<file path="config.mk">
export PLATFORM = sky130hd
export DESIGN_NAME = fsic_is_rx_buffer
export DESIGN_NICKNAME = d
export VERILOG_FILES = /design/src/rtl/fsic_is_rx_buffer.sv
export SDC_FILE = /design/constraint.sdc
export NUM_CORES = 1
export LEC_CHECK = 0
export ABC_AREA = 1
export CAP_MARGIN = 20
export CORE_ASPECT_RATIO = 2
export CORE_MARGIN = 10
export CORE_UTILIZATION = 25
export DETAILED_ROUTE_END_ITERATION = 16
export PLACE_DENSITY = 0.42
export SKIP_LAST_GASP = 1
export SLEW_MARGIN = 15
export SYNTH_ARGS = -nofsm -noshare
export SYNTH_HDL_FRONTEND = slang
export SYNTH_SLANG_ARGS = --single-unit
</file>
<file path="constraint.sdc">
create_clock -name axis_clk -period 9.4 [get_ports axis_clk]
set_input_delay 1.41 -clock axis_clk [delete_from_list [all_inputs] [get_ports axis_clk]]
set_output_delay 1.41 -clock axis_clk [all_outputs]
set_load 0.03 [all_outputs]
</file>
<file path="src/rtl/fsic_is_rx_buffer.sv">
// Receive-side elastic buffer behind the IO SERDES Rx path (axis_clk domain).
// The input is push-only because the SERDES cannot be stalled. The buffer
// presents an AXI-Stream master downstream and produces a registered
// credit-style ready (fc_tready) that is serialised back to the remote sender.
module fsic_is_rx_buffer #(
   parameter int pDATA_WIDTH   = 32,
   parameter int pFIFO_DEPTH   = 8,
   parameter int pFC_THRESHOLD = 3
) (
   input  logic                             axis_clk,
   input  logic                             axis_rst_n,
   input  logic                             rx_en,
   input  logic [pDATA_WIDTH-1:0]           in_tdata,
   input  logic [pDATA_WIDTH/8-1:0]         in_tstrb,
   input  logic [pDATA_WIDTH/8-1:0]         in_tkeep,
   input  logic                             in_tlast,
   input  logic [1:0]                       in_tid,
   input  logic [1:0]                       in_tuser,
   input  logic                             in_tvalid,
   output logic [pDATA_WIDTH-1:0]           out_tdata,
   output logic [pDATA_WIDTH/8-1:0]         out_tstrb,
   output logic [pDATA_WIDTH/8-1:0]         out_tkeep,
   output logic                             out_tlast,
   output logic [1:0]                       out_tid,
   output logic [1:0]                       out_tuser,
   output logic                             out_tvalid,
   input  logic                             out_tready,
   output logic                             fc_tready,
   output logic [$clog2(pFIFO_DEPTH):0]     fifo_count,
   output logic                             overflow,
   input  logic                             overflow_clr
);

   localparam int SW = pDATA_WIDTH / 8;
   localparam int AW = $clog2(pFIFO_DEPTH);
   localparam int CW = AW + 1;
   localparam int PW = pDATA_WIDTH + 2 * SW + 5;

   localparam logic [CW-1:0] DEPTH_C = CW'(pFIFO_DEPTH);
   localparam logic [CW-1:0] THRESH_C = CW'(pFC_THRESHOLD);

   logic [PW-1:0] mem [pFIFO_DEPTH];

   logic [AW-1:0] wr_ptr_q, wr_ptr_d;
   logic [AW-1:0] rd_ptr_q, rd_ptr_d;
   logic [CW-1:0] count_q, count_d;
   logic          fc_q, fc_d;
   logic          ovf_q, ovf_d;

   logic          push_req;
   logic          pop;
   logic          push;
   logic          drop;
   logic [CW-1:0] free_next;
   logic [PW-1:0] wr_payload;
   logic [PW-1:0] rd_payload;

   // Push/pop decisions, pointer/count update and next flow-control credit.
   always_comb begin
      push_req   = in_tvalid & rx_en;
      pop        = (count_q != '0) & out_tready;
      // A full FIFO can still take a beat when the head leaves in the same cycle.
      push       = push_req & ((count_q < DEPTH_C) | pop);
      drop       = push_req & ~push;
      wr_payload = {in_tlast, in_tid, in_tuser, in_tkeep, in_tstrb, in_tdata};

      wr_ptr_d = wr_ptr_q;
      rd_ptr_d = rd_ptr_q;
      count_d  = count_q;
      if (push) wr_ptr_d = wr_ptr_q + AW'(1);
      if (pop)  rd_ptr_d = rd_ptr_q + AW'(1);
      if (push && !pop)      count_d = count_q + CW'(1);
      else if (pop && !push) count_d = count_q - CW'(1);

      // Credit is withdrawn once the post-update free space no longer covers
      // the beats the remote may already have in flight.
      free_next = DEPTH_C - count_d;
      fc_d      = (free_next > THRESH_C);

      // A drop in the same cycle as a clear wins so no loss goes unreported.
      ovf_d = ovf_q;
      if (drop)              ovf_d = 1'b1;
      else if (overflow_clr) ovf_d = 1'b0;
   end

   // Control state: pointers, occupancy, flow-control credit, sticky overflow.
   always_ff @(posedge axis_clk or negedge axis_rst_n) begin
      if (!axis_rst_n) begin
         wr_ptr_q <= '0;
         rd_ptr_q <= '0;
         count_q  <= '0;
         fc_q     <= 1'b0;
         ovf_q    <= 1'b0;
      end else begin
         wr_ptr_q <= wr_ptr_d;
         rd_ptr_q <= rd_ptr_d;
         count_q  <= count_d;
         fc_q     <= fc_d;
         ovf_q    <= ovf_d;
      end
   end

   // Payload storage; contents are deliberately left unreset.
   always_ff @(posedge axis_clk) begin
      if (push) mem[wr_ptr_q] <= wr_payload;
   end

   // First-word fall-through: the head entry drives the outputs directly.
   assign rd_payload = mem[rd_ptr_q];
   assign {out_tlast, out_tid, out_tuser, out_tkeep, out_tstrb, out_tdata} = rd_payload;

   assign out_tvalid = (count_q != '0);
   assign fc_tready  = fc_q;
   assign fifo_count = count_q;
   assign overflow   = ovf_q;

endmodule

</file>
==> results of run 1 <==
[registers in the layout (all words and copies together), names as in the netlist]
signal      cells
rd_ptr_q        3
fc_tready       1
fifo_count      4
mem           360
wr_ptr_q        3
overflow        1
[stage by stage]
step                      total power, uW  hold WS, ns  std cells
after floorplan                      3537       0.4899       1126
after global placement               4351       0.5152       1941
after detailed placement             4369       0.5271       1941
after CTS                            5879       0.5380       2007
after global routing                 6141       0.5609       2008
final                                5763       0.5322       2008
[cell families after synthesis]
kind of cell	count (synthesis)	synth area share
buffers and inverters	86	0.02989
DFF	372	0.7499
adders and majority gates	4	0.003378
xor gates and xnor gates	4	0.002364
muxes	1	0.0007600
AOI/OAI and AO/OA	182	0.08428
and+or+nand+nor	477	0.1295
[worst paths after layout]
path                                               from                      end  slack (ns)  cells after the start
worst min register to register     overflow$_DFFE_PN0P_     overflow$_DFFE_PN0P_        0.53                      2
max in group asynchronous                    axis_rst_n  rd_ptr_q[0]$_DFFE_PN0P_        7.62                      1
min in group asynchronous                    axis_rst_n  fifo_count[1]$_DFF_PN0_        1.27                      1
worst min-delay path               overflow$_DFFE_PN0P_     overflow$_DFFE_PN0P_        0.53                      2
worst max register to register  fifo_count[3]$_DFF_PN0_     mem[4][37]$_DFFE_PP_        6.45                      7
worst max-delay path            rd_ptr_q[0]$_DFFE_PN0P_               out_tid[0]        3.71                      7
[layout make-up]
cell class,count,area (um2),area share
sequential,372,11120,0.6244
inverter,17,72.57,0.004075
tap,768,960.9,0.05396
multi-input combinational,668,3323,0.1866
timing repair buffer,117,1146,0.06436
clock buffer,45,965.9,0.05424
clock inverter,21,219.0,0.01230
[routing by layer]
metal | track usage | vias to the layer above
li1 | - | 4255
met1 | 0.1339 | 4590
met2 | 0.1937 | 163
met3 | 0.02115 | 67
met4 | 0.04257 | 2
met5 | 0 | -
[worst register-to-register path, delay by kind of cell (launching register included)]
family                 cells  cell delay, ns
and+or+nand+nor            4            1.26
buffers and inverters      3            0.79
DFF                        1            0.48
[Yosys cell counts (all sizes together)]
cell type | instances | area [um2]
dfrtp | 12 | 300.3
nor2 | 287 | 1095
nand3b | 1 | 20.02
ha | 4 | 50.05
nand3 | 10 | 72.57
or2 | 1 | 6.260
mux2 | 1 | 11.26
nand2 | 174 | 700.7
edfxtp | 360 | 10810
buf | 39 | 261.5
clkbuf | 30 | 112.6
nor3 | 1 | 5.000
nand4 | 3 | 18.77
xor2 | 4 | 35.03
o21ai | 92 | 460.4
o32ai | 90 | 788.3
inv | 17 | 68.81
[report_power, final]
group / internal (uW) / switching [uW] / total [uW]
Sequential: 1950 / 135 / 2090
Combinational: 742 / 1450 / 2190
Clock: 848 / 635 / 1480
Total: 3540 / 2220 / 5760
==> summary.md, run 1 <==
| Metric | Value |
|---|---|
| Vias in the first global route | `9356` |
| Core ar. | `0.05880 mm2` |
| CTS tree | `built` |
| Critical-path maximum fanout | `116` |
| Relative slew slack | `0.3677` |
| Nets | `1268` |
| CP Data Required Time | `7.99 ns` |
| DIE HEIGHT | `364.3 um` |
| Crit-path leading delay family | `buffers and inverters` |
| Min-Delay Path Class | `flip-flop to flip-flop` |
| Site Rows | `126` |
| GP Congestion | `0.7245` |
| H-tree depth | `2` |
| Post-CTS setup buffer count | `0` |
| DRC | `0` |
| Fillcell total | `5829` |
| Wire length on met2 | `20050 um` |
| CP Capture Type | `output port` |
| Final period util | `0.6058` |
| Initial core utilization | `0.2520` |
| TritonCTS Buffers | `37` |
| Max Slew Vio Count | `0` |
| Static Leak | `0.005905 uW` |
| GRT Overall Usage | `0.1119` |
| Cell Pwr Density | `323.6 mW/mm2` |
| Clock root buffer master | `clkbuf_16` |
| Status | `finished, final reports clean` |
| Total clock sinks | `372` |
| Detailed placement HPWL | `21430 um` |
| Clock latency on the worst-skew pair | `0.54 ns` |
| Pin count of the biggest net entering global routing | `117` |
| Register area share after synthesis | `0.7499` |
| Synth warnings | `0` |
| Post-CTS resize count | `0` |
| RSZ-0062 raised after global routing | `false` |
| Placed cell area | `0.01660 mm2` |
| Antenna diode count | `0` |
| First-pass GRT wire length | `59290 um` |
| Clk buf depth | `3` |
| Util after Layout | `0.3028` |
| Worst-path cell chain | `inv_6, buf_4, nor2_1, o32ai_1, nand2_1, nand2_1, clkdlybuf4s50_1` |
| Max-Cap Viols | `0` |
| Wire length on met1 | `16580 um` |
| Highest routed metal layer | `met5` |
| Hold-fix buffers at CTS | `0` |
| Initial antenna violation count | `1` |
| Met3 wire len | `1471 um` |
| Most frequent CP cell | `nand2_1` |
| Via count | `9077` |
| Post-Syn Area | `0.01482 mm2` |
| Worst setup margin | `3.705 ns` |
| IO buf count | `102` |
| Dpl ws | `4.167 ns` |
| Fmax | `175.6 MHz` |
| Layout cells sized above 1 | `0.08306` |
| Final hold vios | `0` |
| #FFs+latches synth | `372` |
| Clk_skew | `0.01348 ns` |
| WL per Instance | `19.54 um` |
| Commonest non-fill, non-tap cell in the layout | `edfxtp_1` |
| Setup TNS | `0 ns` |
| Delay of the slowest critical-path stage | `0.82 ns` |
| Most frequent cells in the layout | `edfxtp_1, nor2_1, nand2_1` |
| Ports | `103` |
| Layout area overhead | `20.18%` |
| Post-synthesis cell count | `1126` |
| Worst slew pin tran | `0.9485 ns` |
| Overflow after GRT | `0` |
| Worst Setup Start Kind | `flip-flop` |
| CP arrival | `4.28 ns` |
| Die ar. | `0.07000 mm2` |
| Shortest period the worst path allows | `5.695 ns` |
| Synth cell types | `28` |
| Critical path type | `flip-flop to output port` |
| Peak VDD IR | `0.0001500 V` |
| Initial detailed-routing violation count | `561` |
| Via density | `4.520` |
| Final Setup Violations | `0` |
| Fin area | `0.01781 mm2` |
| Buf/Inv on CP | `3` |
| TritonRoute pass-1 iters | `5` |
| Routed Antenna Nets | `0` |
| Max stage delay cell, worst path | `inv_6` |
| Post-Syn Nets | `1181` |
| Mean post-synth cell area | `13.16 um2` |
| Worst-path clk slew | `0.07 ns` |
| Die width | `192.1 um` |
| Final wirelength | `39250 um` |
Power figures use the tool's default switching activity.
==> inputs of run 2 (changes only) <==
Clock period 9.4 ns to 5.3 ns, I/O delays scaled along.
==> run 2 against run 1 <==
Combinational power is 82% higher. Cell count is 0.20% higher. Non-clock buffer count is 6 higher. Setup slack worse by 2.6 ns. Count of clock-buffer cells in the layout is 4 lower. Clock power is 62% higher. Power is 75% higher. Critical path type unchanged. Largest power group unchanged.
==> summary.md, run 2 (same netlist as run 1, synthesis figures left out) <==
| Metric | Value |
|---|---|
| Fmax | `237.6 MHz` |
| Clock root buffer master | `clkbuf_16 (unchanged)` |
| Layout area overhead | `20.25% (was 20.18%)` |
| Vias in the first global route | `9404 (was 9356)` |
| Overflow after GRT | `0 (unchanged)` |
| Via density | `4.520 (about the same)` |
| Worst setup path start | `rd_ptr_q[0]$_DFFE_PN0P_ (unchanged)` |
| Util after Layout | `0.3030 (was 0.3028)` |
| Area occupied by multi-input gates | `0.003323 mm2 (unchanged)` |
| Most frequent cells in the layout | `edfxtp_1, nor2_1, nand2_1 (unchanged)` |
| GP Congestion | `0.7244 (was 0.7245)` |
| Relative slew slack | `0.3631 (was 0.3677)` |
| CTS tree | `built (unchanged)` |
| Clk buf depth | `3 (unchanged)` |
| Initial core utilization | `0.2520 (unchanged)` |
| Biggest register | `mem (unchanged)` |
| Final wirelength | `39530 um (was 39250 um)` |
| WL per Instance | `19.65 um (was 19.54 um)` |
| Register area | `0.01112 mm2 (unchanged)` |
| Final hold vios | `0 (unchanged)` |
| Clock latency on the worst-skew pair | `0.53 ns (was 0.54 ns)` |
| Most frequent CP cell | `nand2_1 (unchanged)` |
| Initial detailed-routing violation count | `525 (was 561)` |
| Max stage delay cell, worst path | `dfrtp_4 (was inv_6)` |
| Max-Cap Viols | `0 (unchanged)` |
| Worst slew pin tran | `0.9553 ns (was 0.9485 ns)` |
| Via count | `9094 (was 9077)` |
| Worst-path cell chain | `inv_6, buf_4, nor2_1, o32ai_1, nand2_1, nand2_1, clkdlybuf4s50_1 (unchanged)` |
| DRC | `0 (unchanged)` |
| Worst-path clk slew | `0.06 ns (was 0.07 ns)` |
| Core ar. | `0.05880 mm2 (unchanged)` |
| CP Data Required Time | `4.51 ns (was 7.99 ns)` |
| Critical-path maximum fanout | `62 (was 116)` |
| IO buf count | `102 (unchanged)` |
| Status | `finished, final reports clean (unchanged)` |
| H-tree depth | `2 (unchanged)` |
| Site Rows | `126 (unchanged)` |
| Initial antenna violation count | `3 (was 1)` |
| Fillcell total | `5932 (was 5829)` |
| Max FFs per register | `360 (unchanged)` |
| Max Slew Vio Count | `0 (unchanged)` |
| Worst Setup Start Kind | `flip-flop (unchanged)` |
| Peak VDD IR | `0.0003226 V (was 0.0001500 V)` |
| CP Capture Type | `output port (unchanged)` |
| Total chip power | `10070 uW (was 5763 uW)` |
| Shortest period the worst path allows | `4.209 ns` |
| GRT Overall Usage | `0.1114 (was 0.1119)` |
| Critical path type | `flip-flop to output port (unchanged)` |
| Delay of the slowest critical-path stage | `0.70 ns (was 0.82 ns)` |
| Layout cells sized above 1 | `0.08367 (was 0.08306)` |
| Ports | `103 (unchanged)` |
| RSZ-0062 raised after global routing | `false (unchanged)` |
| Hold path start | `wr_ptr_q[0]$_DFFE_PN0P_ (was overflow$_DFFE_PN0P_)` |
| Hold-fix buffers at CTS | `0 (unchanged)` |
| DIE HEIGHT | `364.3 um (unchanged)` |
| TritonCTS Buffers | `36 (was 37)` |
| Detailed placement HPWL | `21740 um (was 21430 um)` |
| Static Leak | `0.005885 uW (was 0.005905 uW)` |
| Setup TNS | `0 ns (unchanged)` |
| Post-CTS setup buffer count | `0 (unchanged)` |
| CP arrival | `3.41 ns (was 4.28 ns)` |
| Die width | `192.1 um (unchanged)` |
| Post-CTS resize count | `0 (unchanged)` |
| Min-Delay Path Class | `flip-flop to flip-flop (unchanged)` |
| TritonRoute pass-1 iters | `4 (was 5)` |
| Total clock sinks | `372 (unchanged)` |
| Cell Pwr Density | `565.4 mW/mm2 (was 323.6 mW/mm2)` |
| Final Setup Violations | `0 (unchanged)` |
| Clk_skew | `0.01482 ns (was 0.01348 ns)` |
| Final period util | `0.7942` |
| Routed Antenna Nets | `0 (unchanged)` |
| First-pass GRT wire length | `59020 um (was 59290 um)` |
| Commonest non-fill, non-tap cell in the layout | `edfxtp_1 (unchanged)` |
| Pin count of the biggest net entering global routing | `137 (was 117)` |
| RR Startpoint | `fifo_count[3]$_DFF_PN0_ (unchanged)` |
| Die ar. | `0.07000 mm2 (unchanged)` |
| Nets | `1273 (was 1268)` |
-- run 2: changes by cell type in the layout (fill, tap and decap cells not counted) --
cell and delta:
diode_2 +1, inv_6 -4, clkinvlp_4 +4, clkbuf_8 -1
clkbuf_1 -2, clkinv_8 +1, clkinv_4 +1, inv_2 +1
clkinv_1 +4, clkbuf_16 -1, buf_12 +6, bufinv_16 -3
clkinv_2 -3
-- run 2: layer usage --
layer,vias to the layer above,track usage,routed length [um]
met5,-,0,27
met4,4,0.03875,1064
met3,54,0.02086,1528
met2,145,0.1993,20330
met1,4633,0.1292,16580
li1,4258,-,-
-- run 2: area by class of cell --
| cell class | count | area share |
|---|---|---|
| Inverter | 17 | 0.004003 |
| Clock inverter | 22 | 0.008638 |
| Antenna cell | 1 | 0.0001404 |
| Multi-Input combinational cell | 668 | 0.1865 |
| Sequential cell | 372 | 0.6241 |
| Tap cell | 768 | 0.05393 |
| Timing Repair Buffer | 123 | 0.07107 |
| Clock buffer | 41 | 0.05162 |
-- run 2: path summary, 6_finish.rpt --
| path | slack, ns | endpoint | cells past startpoint |
|---|---|---|---|
| setup / recovery | 1.09 | out_tkeep[3] | 7 |
| hold / removal | 0.53 | wr_ptr_q[0]$_DFFE_PN0P_ | 2 |
| setup reg to reg | 2.73 | mem[5][2]$_DFFE_PP_ | 6 |
| hold reg to reg | 0.53 | wr_ptr_q[0]$_DFFE_PN0P_ | 2 |
| max in group asynchronous | 4.07 | rd_ptr_q[1]$_DFFE_PN0P_ | 1 |
| min in group asynchronous | 0.70 | fifo_count[0]$_DFF_PN0_ | 1 |
-- run 2: through the flow --
step	hold WS, ns	setup WS, ns	area (um2)	instances
finish	0.5289	1.091	17820	2012
global route	0.5686	0.8417	17820	2012
CTS	0.5442	1.014	17810	2011
detailed placement	0.5296	1.601	16740	1948
global placement	0.5241	1.535	16720	1947
floorplan	0.4899	1.456	14820	1126
-- run 2: critical path, delay by kind of cell, from the launching register on --
| family | cells | cell delay (ns) |
|---|---|---|
| AND/OR/NAND/NOR | 3 | 0.31 |
| flip-flops | 1 | 0.70 |
| AO/OA/AOI/OAI | 1 | 0.27 |
| buffers and inverters | 3 | 1.57 |
-- run 2: power by group --
part | switching (uW) | total (uW) | internal, uW
sequential | 239 | 3700 | 3460
clock | 1100 | 2400 | 1300
combinational | 2610 | 3980 | 1370
